**src/rtl/pipe_pkg.sv**
```systemverilog
// Shared pipeline-stage types: write-back entry record, NOP constants and the
// bubble-mask helper used by the MEM->WB buffer.
package pipe_pkg;

    localparam int DATA_W  = 32;
    localparam int RADDR_W = 5;
    localparam int CSR_AW  = 12;

    localparam logic [RADDR_W-1:0] NOP_REG_ADDR = '0;
    localparam logic [DATA_W-1:0]  ZERO_WORD    = '0;

    typedef struct packed {
        logic [RADDR_W-1:0] wd;
        logic               wreg;
        logic [DATA_W-1:0]  wdata;
        logic               csr_we;
        logic [CSR_AW-1:0]  csr_addr;
        logic [DATA_W-1:0]  csr_data;
    } mem_wb_entry_t;

    localparam int ENTRY_W = $bits(mem_wb_entry_t);

    // An empty stage must look like a NOP to the register and CSR files.
    function automatic mem_wb_entry_t mask_entry(input mem_wb_entry_t e, input logic valid);
        mem_wb_entry_t r;
        r = valid ? e : '0;
        return r;
    endfunction

endpackage

```
**src/rtl/mem_wb_if.sv**
```systemverilog
// MEM->WB stage bus. Handshake: a transfer happens on a rising edge where
// valid and ready are both high; ready never depends on the same cycle's valid.
interface mem_wb_if
    import pipe_pkg::*;
#(
    parameter int DEPTH = 2
);
    localparam int CW = $clog2(DEPTH + 1);

    logic               flush;
    logic               in_valid;
    logic               in_ready;
    logic [RADDR_W-1:0] in_wd;
    logic               in_wreg;
    logic [DATA_W-1:0]  in_wdata;
    logic               in_csr_we;
    logic [CSR_AW-1:0]  in_csr_addr;
    logic [DATA_W-1:0]  in_csr_data;
    logic               out_valid;
    logic               out_ready;
    logic [RADDR_W-1:0] wb_wd;
    logic               wb_wreg;
    logic [DATA_W-1:0]  wb_wdata;
    logic               wb_csr_reg_we;
    logic [CSR_AW-1:0]  wb_csr_reg_addr;
    logic [DATA_W-1:0]  wb_csr_reg_data;
    logic [CW-1:0]      count;

    modport master (
        output flush, in_valid, in_wd, in_wreg, in_wdata, in_csr_we, in_csr_addr,
               in_csr_data, out_ready,
        input  in_ready, out_valid, wb_wd, wb_wreg, wb_wdata, wb_csr_reg_we,
               wb_csr_reg_addr, wb_csr_reg_data, count
    );

    modport slave (
        input  flush, in_valid, in_wd, in_wreg, in_wdata, in_csr_we, in_csr_addr,
               in_csr_data, out_ready,
        output in_ready, out_valid, wb_wd, wb_wreg, wb_wdata, wb_csr_reg_we,
               wb_csr_reg_addr, wb_csr_reg_data, count
    );

endinterface

```
**src/rtl/pipe_fifo.sv**
```systemverilog
// Generic DEPTH-entry FIFO for pipeline stages: any depth, explicit pointer
// wrap, flush clears occupancy and has priority over push/pop.
module pipe_fifo #(
    parameter int W     = 8,
    parameter int DEPTH = 2
) (
    input  logic                         clk,
    input  logic                         rst,
    input  logic                         flush_i,
    input  logic                         push_i,
    input  logic                         pop_i,
    input  logic [W-1:0]                 wdata_i,
    output logic [W-1:0]                 rdata_o,
    output logic                         full_o,
    output logic                         empty_o,
    output logic [$clog2(DEPTH+1)-1:0]   count_o
);

    localparam int PW = (DEPTH > 1) ? $clog2(DEPTH) : 1;
    localparam int CW = $clog2(DEPTH + 1);
    localparam logic [PW-1:0] LAST_PTR = PW'(DEPTH - 1);
    localparam logic [CW-1:0] FULL_CNT = CW'(DEPTH);

    logic [W-1:0]  mem_q [DEPTH];
    logic [PW-1:0] rd_ptr_q, rd_ptr_d;
    logic [PW-1:0] wr_ptr_q, wr_ptr_d;
    logic [CW-1:0] count_q, count_d;
    logic          do_push, do_pop;

    function automatic logic [PW-1:0] ptr_inc(input logic [PW-1:0] p);
        return (p == LAST_PTR) ? '0 : p + 1'b1;
    endfunction

    assign full_o  = (count_q == FULL_CNT);
    assign empty_o = (count_q == '0);
    assign count_o = count_q;
    assign rdata_o = mem_q[rd_ptr_q];

    assign do_push = push_i & ~full_o;
    assign do_pop  = pop_i & ~empty_o;

    always_comb begin
        rd_ptr_d = rd_ptr_q;
        wr_ptr_d = wr_ptr_q;
        count_d  = count_q;
        if (flush_i) begin
            rd_ptr_d = '0;
            wr_ptr_d = '0;
            count_d  = '0;
        end else begin
            if (do_push) wr_ptr_d = ptr_inc(wr_ptr_q);
            if (do_pop)  rd_ptr_d = ptr_inc(rd_ptr_q);
            case ({do_push, do_pop})
                2'b10:   count_d = count_q + 1'b1;
                2'b01:   count_d = count_q - 1'b1;
                default: count_d = count_q;
            endcase
        end
    end

    always_ff @(posedge clk or negedge rst) begin
        if (!rst) begin
            rd_ptr_q <= '0;
            wr_ptr_q <= '0;
            count_q  <= '0;
        end else begin
            rd_ptr_q <= rd_ptr_d;
            wr_ptr_q <= wr_ptr_d;
            count_q  <= count_d;
        end
    end

    // Storage carries no reset; occupancy alone decides what is valid.
    always_ff @(posedge clk) begin
        if (do_push && !flush_i) mem_q[wr_ptr_q] <= wdata_i;
    end

endmodule

```
**src/rtl/mem_wb_pipe_buf.sv**
```systemverilog
// MEM->WB elastic stage: buffers up to DEPTH write-back entries, drops x0
// writes at entry, and presents a zeroed NOP bubble while empty.
module mem_wb_pipe_buf
    import pipe_pkg::*;
#(
    parameter int DEPTH = 2
) (
    input  logic     clk,
    input  logic     rst,
    mem_wb_if.slave  bus
);

    mem_wb_entry_t entry_in, head, head_q;
    logic          full, empty, push, pop;

    always_comb begin
        entry_in          = '0;
        entry_in.wd       = bus.in_wd;
        entry_in.wreg     = bus.in_wreg & (bus.in_wd != NOP_REG_ADDR);
        entry_in.wdata    = bus.in_wdata;
        entry_in.csr_we   = bus.in_csr_we;
        entry_in.csr_addr = bus.in_csr_addr;
        entry_in.csr_data = bus.in_csr_data;
    end

    // in_ready comes only from registered occupancy, so a pop never opens a push slot.
    assign bus.in_ready  = ~full;
    assign bus.out_valid = ~empty;
    assign push          = bus.in_valid & bus.in_ready;
    assign pop           = bus.out_valid & bus.out_ready;

    pipe_fifo #(
        .W     (ENTRY_W),
        .DEPTH (DEPTH)
    ) u_fifo (
        .clk     (clk),
        .rst     (rst),
        .flush_i (bus.flush),
        .push_i  (push),
        .pop_i   (pop),
        .wdata_i (entry_in),
        .rdata_o (head_q),
        .full_o  (full),
        .empty_o (empty),
        .count_o (bus.count)
    );

    assign head = mask_entry(head_q, bus.out_valid);

    assign bus.wb_wd           = head.wd;
    assign bus.wb_wreg         = head.wreg;
    assign bus.wb_wdata        = head.wdata;
    assign bus.wb_csr_reg_we   = head.csr_we;
    assign bus.wb_csr_reg_addr = head.csr_addr;
    assign bus.wb_csr_reg_data = head.csr_data;

endmodule

```
**src/flat_wrapper.sv**
```systemverilog
// flat-port wrapper written by rule: the top's interface ports become plain ports
module mem_wb_pipe_buf_flat import pipe_pkg::*;
#(
    parameter int DEPTH = 2
)
  (clk, rst, bus_flush, bus_in_valid, bus_in_wd, bus_in_wreg, bus_in_wdata, bus_in_csr_we, bus_in_csr_addr, bus_in_csr_data, bus_out_ready, bus_in_ready, bus_out_valid, bus_wb_wd, bus_wb_wreg, bus_wb_wdata, bus_wb_csr_reg_we, bus_wb_csr_reg_addr, bus_wb_csr_reg_data, bus_count);
  mem_wb_if #(.DEPTH(DEPTH)) bus_i ();
  input  logic clk;
  input  logic rst;
  input wire logic [$bits(bus_i.flush)-1:0] bus_flush;
  input wire logic [$bits(bus_i.in_valid)-1:0] bus_in_valid;
  input wire logic [$bits(bus_i.in_wd)-1:0] bus_in_wd;
  input wire logic [$bits(bus_i.in_wreg)-1:0] bus_in_wreg;
  input wire logic [$bits(bus_i.in_wdata)-1:0] bus_in_wdata;
  input wire logic [$bits(bus_i.in_csr_we)-1:0] bus_in_csr_we;
  input wire logic [$bits(bus_i.in_csr_addr)-1:0] bus_in_csr_addr;
  input wire logic [$bits(bus_i.in_csr_data)-1:0] bus_in_csr_data;
  input wire logic [$bits(bus_i.out_ready)-1:0] bus_out_ready;
  output wire logic [$bits(bus_i.in_ready)-1:0] bus_in_ready;
  output wire logic [$bits(bus_i.out_valid)-1:0] bus_out_valid;
  output wire logic [$bits(bus_i.wb_wd)-1:0] bus_wb_wd;
  output wire logic [$bits(bus_i.wb_wreg)-1:0] bus_wb_wreg;
  output wire logic [$bits(bus_i.wb_wdata)-1:0] bus_wb_wdata;
  output wire logic [$bits(bus_i.wb_csr_reg_we)-1:0] bus_wb_csr_reg_we;
  output wire logic [$bits(bus_i.wb_csr_reg_addr)-1:0] bus_wb_csr_reg_addr;
  output wire logic [$bits(bus_i.wb_csr_reg_data)-1:0] bus_wb_csr_reg_data;
  output wire logic [$bits(bus_i.count)-1:0] bus_count;
  assign bus_i.flush = bus_flush;
  assign bus_i.in_valid = bus_in_valid;
  assign bus_i.in_wd = bus_in_wd;
  assign bus_i.in_wreg = bus_in_wreg;
  assign bus_i.in_wdata = bus_in_wdata;
  assign bus_i.in_csr_we = bus_in_csr_we;
  assign bus_i.in_csr_addr = bus_in_csr_addr;
  assign bus_i.in_csr_data = bus_in_csr_data;
  assign bus_i.out_ready = bus_out_ready;
  assign bus_in_ready = bus_i.in_ready;
  assign bus_out_valid = bus_i.out_valid;
  assign bus_wb_wd = bus_i.wb_wd;
  assign bus_wb_wreg = bus_i.wb_wreg;
  assign bus_wb_wdata = bus_i.wb_wdata;
  assign bus_wb_csr_reg_we = bus_i.wb_csr_reg_we;
  assign bus_wb_csr_reg_addr = bus_i.wb_csr_reg_addr;
  assign bus_wb_csr_reg_data = bus_i.wb_csr_reg_data;
  assign bus_count = bus_i.count;
  mem_wb_pipe_buf #(.DEPTH(DEPTH)) u_core (.clk(clk), .rst(rst), .bus(bus_i));
endmodule
```
**config.mk**
```make
export PLATFORM = sky130hd
export DESIGN_NAME = mem_wb_pipe_buf_flat
export DESIGN_NICKNAME = d
export VERILOG_FILES = /design/src/rtl/pipe_pkg.sv /design/src/rtl/mem_wb_if.sv /design/src/rtl/pipe_fifo.sv /design/src/rtl/mem_wb_pipe_buf.sv /design/src/flat_wrapper.sv
export SDC_FILE = /design/constraint.sdc
export NUM_CORES = 1
export LEC_CHECK = 0
export ABC_AREA = 1
export BUFFER_PORTS_ARGS = -buffer_cell sky130_fd_sc_hd__buf_4
export CORE_MARGIN = 5
export CORE_UTILIZATION = 57
export CTS_CLUSTER_SIZE = 10
export DETAILED_ROUTE_END_ITERATION = 6
export PLACE_DENSITY_LB_ADDON = 0.3
export SLEW_MARGIN = 20
export SYNTH_ARGS = -nofsm -noshare
export SYNTH_HDL_FRONTEND = slang
export SYNTH_HIERARCHICAL = 1
export SYNTH_SLANG_ARGS = --single-unit
```
**constraint.sdc**
```tcl
create_clock -name clk -period 11 [get_ports clk]
set_input_delay 1.1 -clock clk [delete_from_list [all_inputs] [get_ports clk]]
set_output_delay 1.1 -clock clk [all_outputs]
set_load 0.01 [all_outputs]
```
==> results.yml <==
timing:
  holdWs_ns: 0.476
  fmax_ghz: 0.293
  skew_ns: 0.0113
  timing.final.crit_share_pct: 31.0
  hold_viol_final: 0
  finalSetupTns_ns: 0
  grt_setup_unrepaired: "no"
  tightest_slew_ns: 1.10
  period_needed_ns: 3.41
  setup_slack_ns: 7.59
  relSlewSlack_pct: 26.6
  setup_viol: 0
  finalMaxSlewViolations: 0
clocking:
  root_buffer: "clkbuf_16"
  cts_hold_buf: 0
  worstSkewPairLatency_ns: 0.42
  clk_pin_slew_ns: 0.06
  post_cts_buffers: 0
  cts_resized: 0
  cts_made_buffers: 17
  clock_sinks: 170
  cts_tree: "yes"
  cts_buffer_depth: 2
  cts_max_level: 4
worst_setup_path:
  crit_path_end_kind: "primary output"
  reg2reg_depth: 9
  path_max_fanout: 68
  arrival_ns: 2.31
  startpoint_type: "flip-flop"
  crit_type: "reg2out"
  rrSetupSlack_ns: 8.24
  required_ns: 9.90
pwr:
  seqPwrFrac_pct: 45.7
  peakVddDrop_mv: 0.112
  swShare_pct: 24.8
  power_leakage_nw: 4.19
  p_switching_w: 0.000413
  internal_power_w: 0.00125
  p_per_area_nw_per_um2: 185
  comb_power_share_pct: 17.8
  power.share.clock_pct: 36.4
global_route:
  grt_max_degree: 84
  antenna_found_initial: 0
  overflow: 0
  grt.total_usage_pct: 20.3
  use_met2_pct: 34.8
  grt_util_met1_pct: 24.2
  met3_usage_pct: 5.38
  busiest_layer: "met2"
  grt_pass1_wl_mm: 22.9
  grt_pass1_vias: 4865
floorplan:
  die_width_um: 121
  core_um2: 12000
  pin_count: 175
  dieArea_um2: 14600
  row_count: 40
  start_util_pct: 58.2
  die_h_um: 121
layout:
  final_cell_mix: "259 x nand2_1, 179 x buf_4, 166 x edfxtp_1, 94 x inv_1, 88 x nor2_1"
  mostFrequentLayoutCell: "nand2_1"
  nFillCells: 758
  drive_above_1_share_pct: 25.9
  final_util_pct: 75.2
  synthToLayoutAreaGrowth_pct: 29.3
  finalNetCount: 917
  num_antenna_cells: 0
  final_cells: 989
flow_run:
  timing.max_cap.violations: 0
drt:
  post_drt_wl_per_cell_um: 14.6
  final_antenna_net_count: 0
  drt_iter0_markers: 258
  via_per_inst: 4.84
  drt_pass1_iterations: 5
  routed_wirelength_mm: 14.4
  drc_errors: 0
  vias: 4787
placement:
  dp_slack_ns: 7.86
  gp_congestion: 0.769
  hpwlAfterDp_mm: 9.39
  dp_cells: 956
  port_buffers: 174
synthesis:
  synthArstFlopShare_pct: 2.35
  synth_ff_type: "edfxtp_1"
  ys_ff_latch: 170
  syn_inst: 657
  yosysWarnings: 6
  yosysTopAreaCell: "edfxtp_1"
  synthTopCellsByArea: "edfxtp_1 71%, nand2_1 14%, inv_1 5.1%"
  yosys.cell_types.count: 19
  syn_nets: 745
  synth_edf_count: 166
  synth_area_per_cell_um2: 10.6
  synth.yosys.seq_area_share_pct: 72.8
  synth_top_area_share_pct: 71.4
  syn_area_um2: 6990
worst_hold_path:
  hp-class: "in2async"
run_status:
  status: "completed"
[metal layers]
metal  share of wire [%]  up-vias  wire [um]
met1                  40     2187       5710
met5                   0        -          0
met2                  51      170       7370
met4                 2.9        0        420
li1                    -     2394          -
met3                 6.4       36        916
[worst max-delay path: stages (launching register included)]
cell     delay (ns)
dfrtp_2        0.41
inv_2          0.24
buf_4          0.64
nand2_1        0.15
nand2_1        0.11
inv_1          0.04
nor2_1         0.12
buf_4          0.14
[layout make-up]
cell class | count | area (um2) | share of cell area [%]
Inverter | 96 | 360 | 3.99
Tap cell | 147 | 184 | 2.04
Timing Repair Buffer | 180 | 1370 | 15.2
Clock buffer | 20 | 437 | 4.84
Sequential cell | 170 | 5090 | 56.3
Multi-Input combinational cell | 364 | 1420 | 15.7
Clock inverter | 12 | 173 | 1.91
[cell families (layout without fill, tap and decap cells)]
family          Yosys count  count (layout)  share of synthesized area, %
flops                   170             170                          72.8
simple gates            359             359                          19.6
buf+inv                 123             308                          7.20
compound gates            5               5                         0.430
[power by group through the flow]
stage                     Combinational [W]  Clock [W]  Sequential, W
final                              0.000298   0.000607       0.000763
after global routing               0.000331   0.000641       0.000766
after CTS                          0.000301   0.000614       0.000763
after detailed placement           0.000299          0       0.000777
after global placement             0.000291          0       0.000775
after floorplan                    0.000159          0       0.000777
[worst paths after layout]
| path | startpoint | endpoint |
|---|---|---|
| max | u_core/u_fifo/rd_ptr_q | bus_wb_csr_reg_data[13] |
| min | rst | u_core/u_fifo/rd_ptr_q |
| max reg2reg | u_core/u_fifo/count_o[0] | u_core/u_fifo/mem_q[0][61] |
| min reg2reg | u_core/u_fifo/wr_ptr_q | u_core/u_fifo/wr_ptr_q |
| max in group asynchronous | rst | u_core/u_fifo/rd_ptr_q |
| min in group clk | u_core/u_fifo/wr_ptr_q | u_core/u_fifo/wr_ptr_q |
[Yosys cell counts, types with 2 or more instances]
cell      instances
nand2_1         259
edfxtp_1        166
inv_1            94
nor2_1           91
buf_2            18
buf_4             5
dfrtp_1           4
nand4_1           4
clkbuf_1          3
inv_2             2
nand2_2           2
nand3_1           2
[stage by stage]
step / area [um2] / power [W]
after floorplan: 6990 / 0.000936
after global placement: 8390 / 0.00107
after detailed placement: 8390 / 0.00108
after CTS: 9000 / 0.00168
after global routing: 9030 / 0.00174
final: 9030 / 0.00167
[sequential cells by signal, summed over array words and instances (netlist names)]
register	flops
u_core/u_fifo/mem_q	166
u_core/u_fifo/rd_ptr_q	1
u_core/u_fifo/count_o	2
u_core/u_fifo/wr_ptr_q	1
Power figures use the tool's default switching activity.
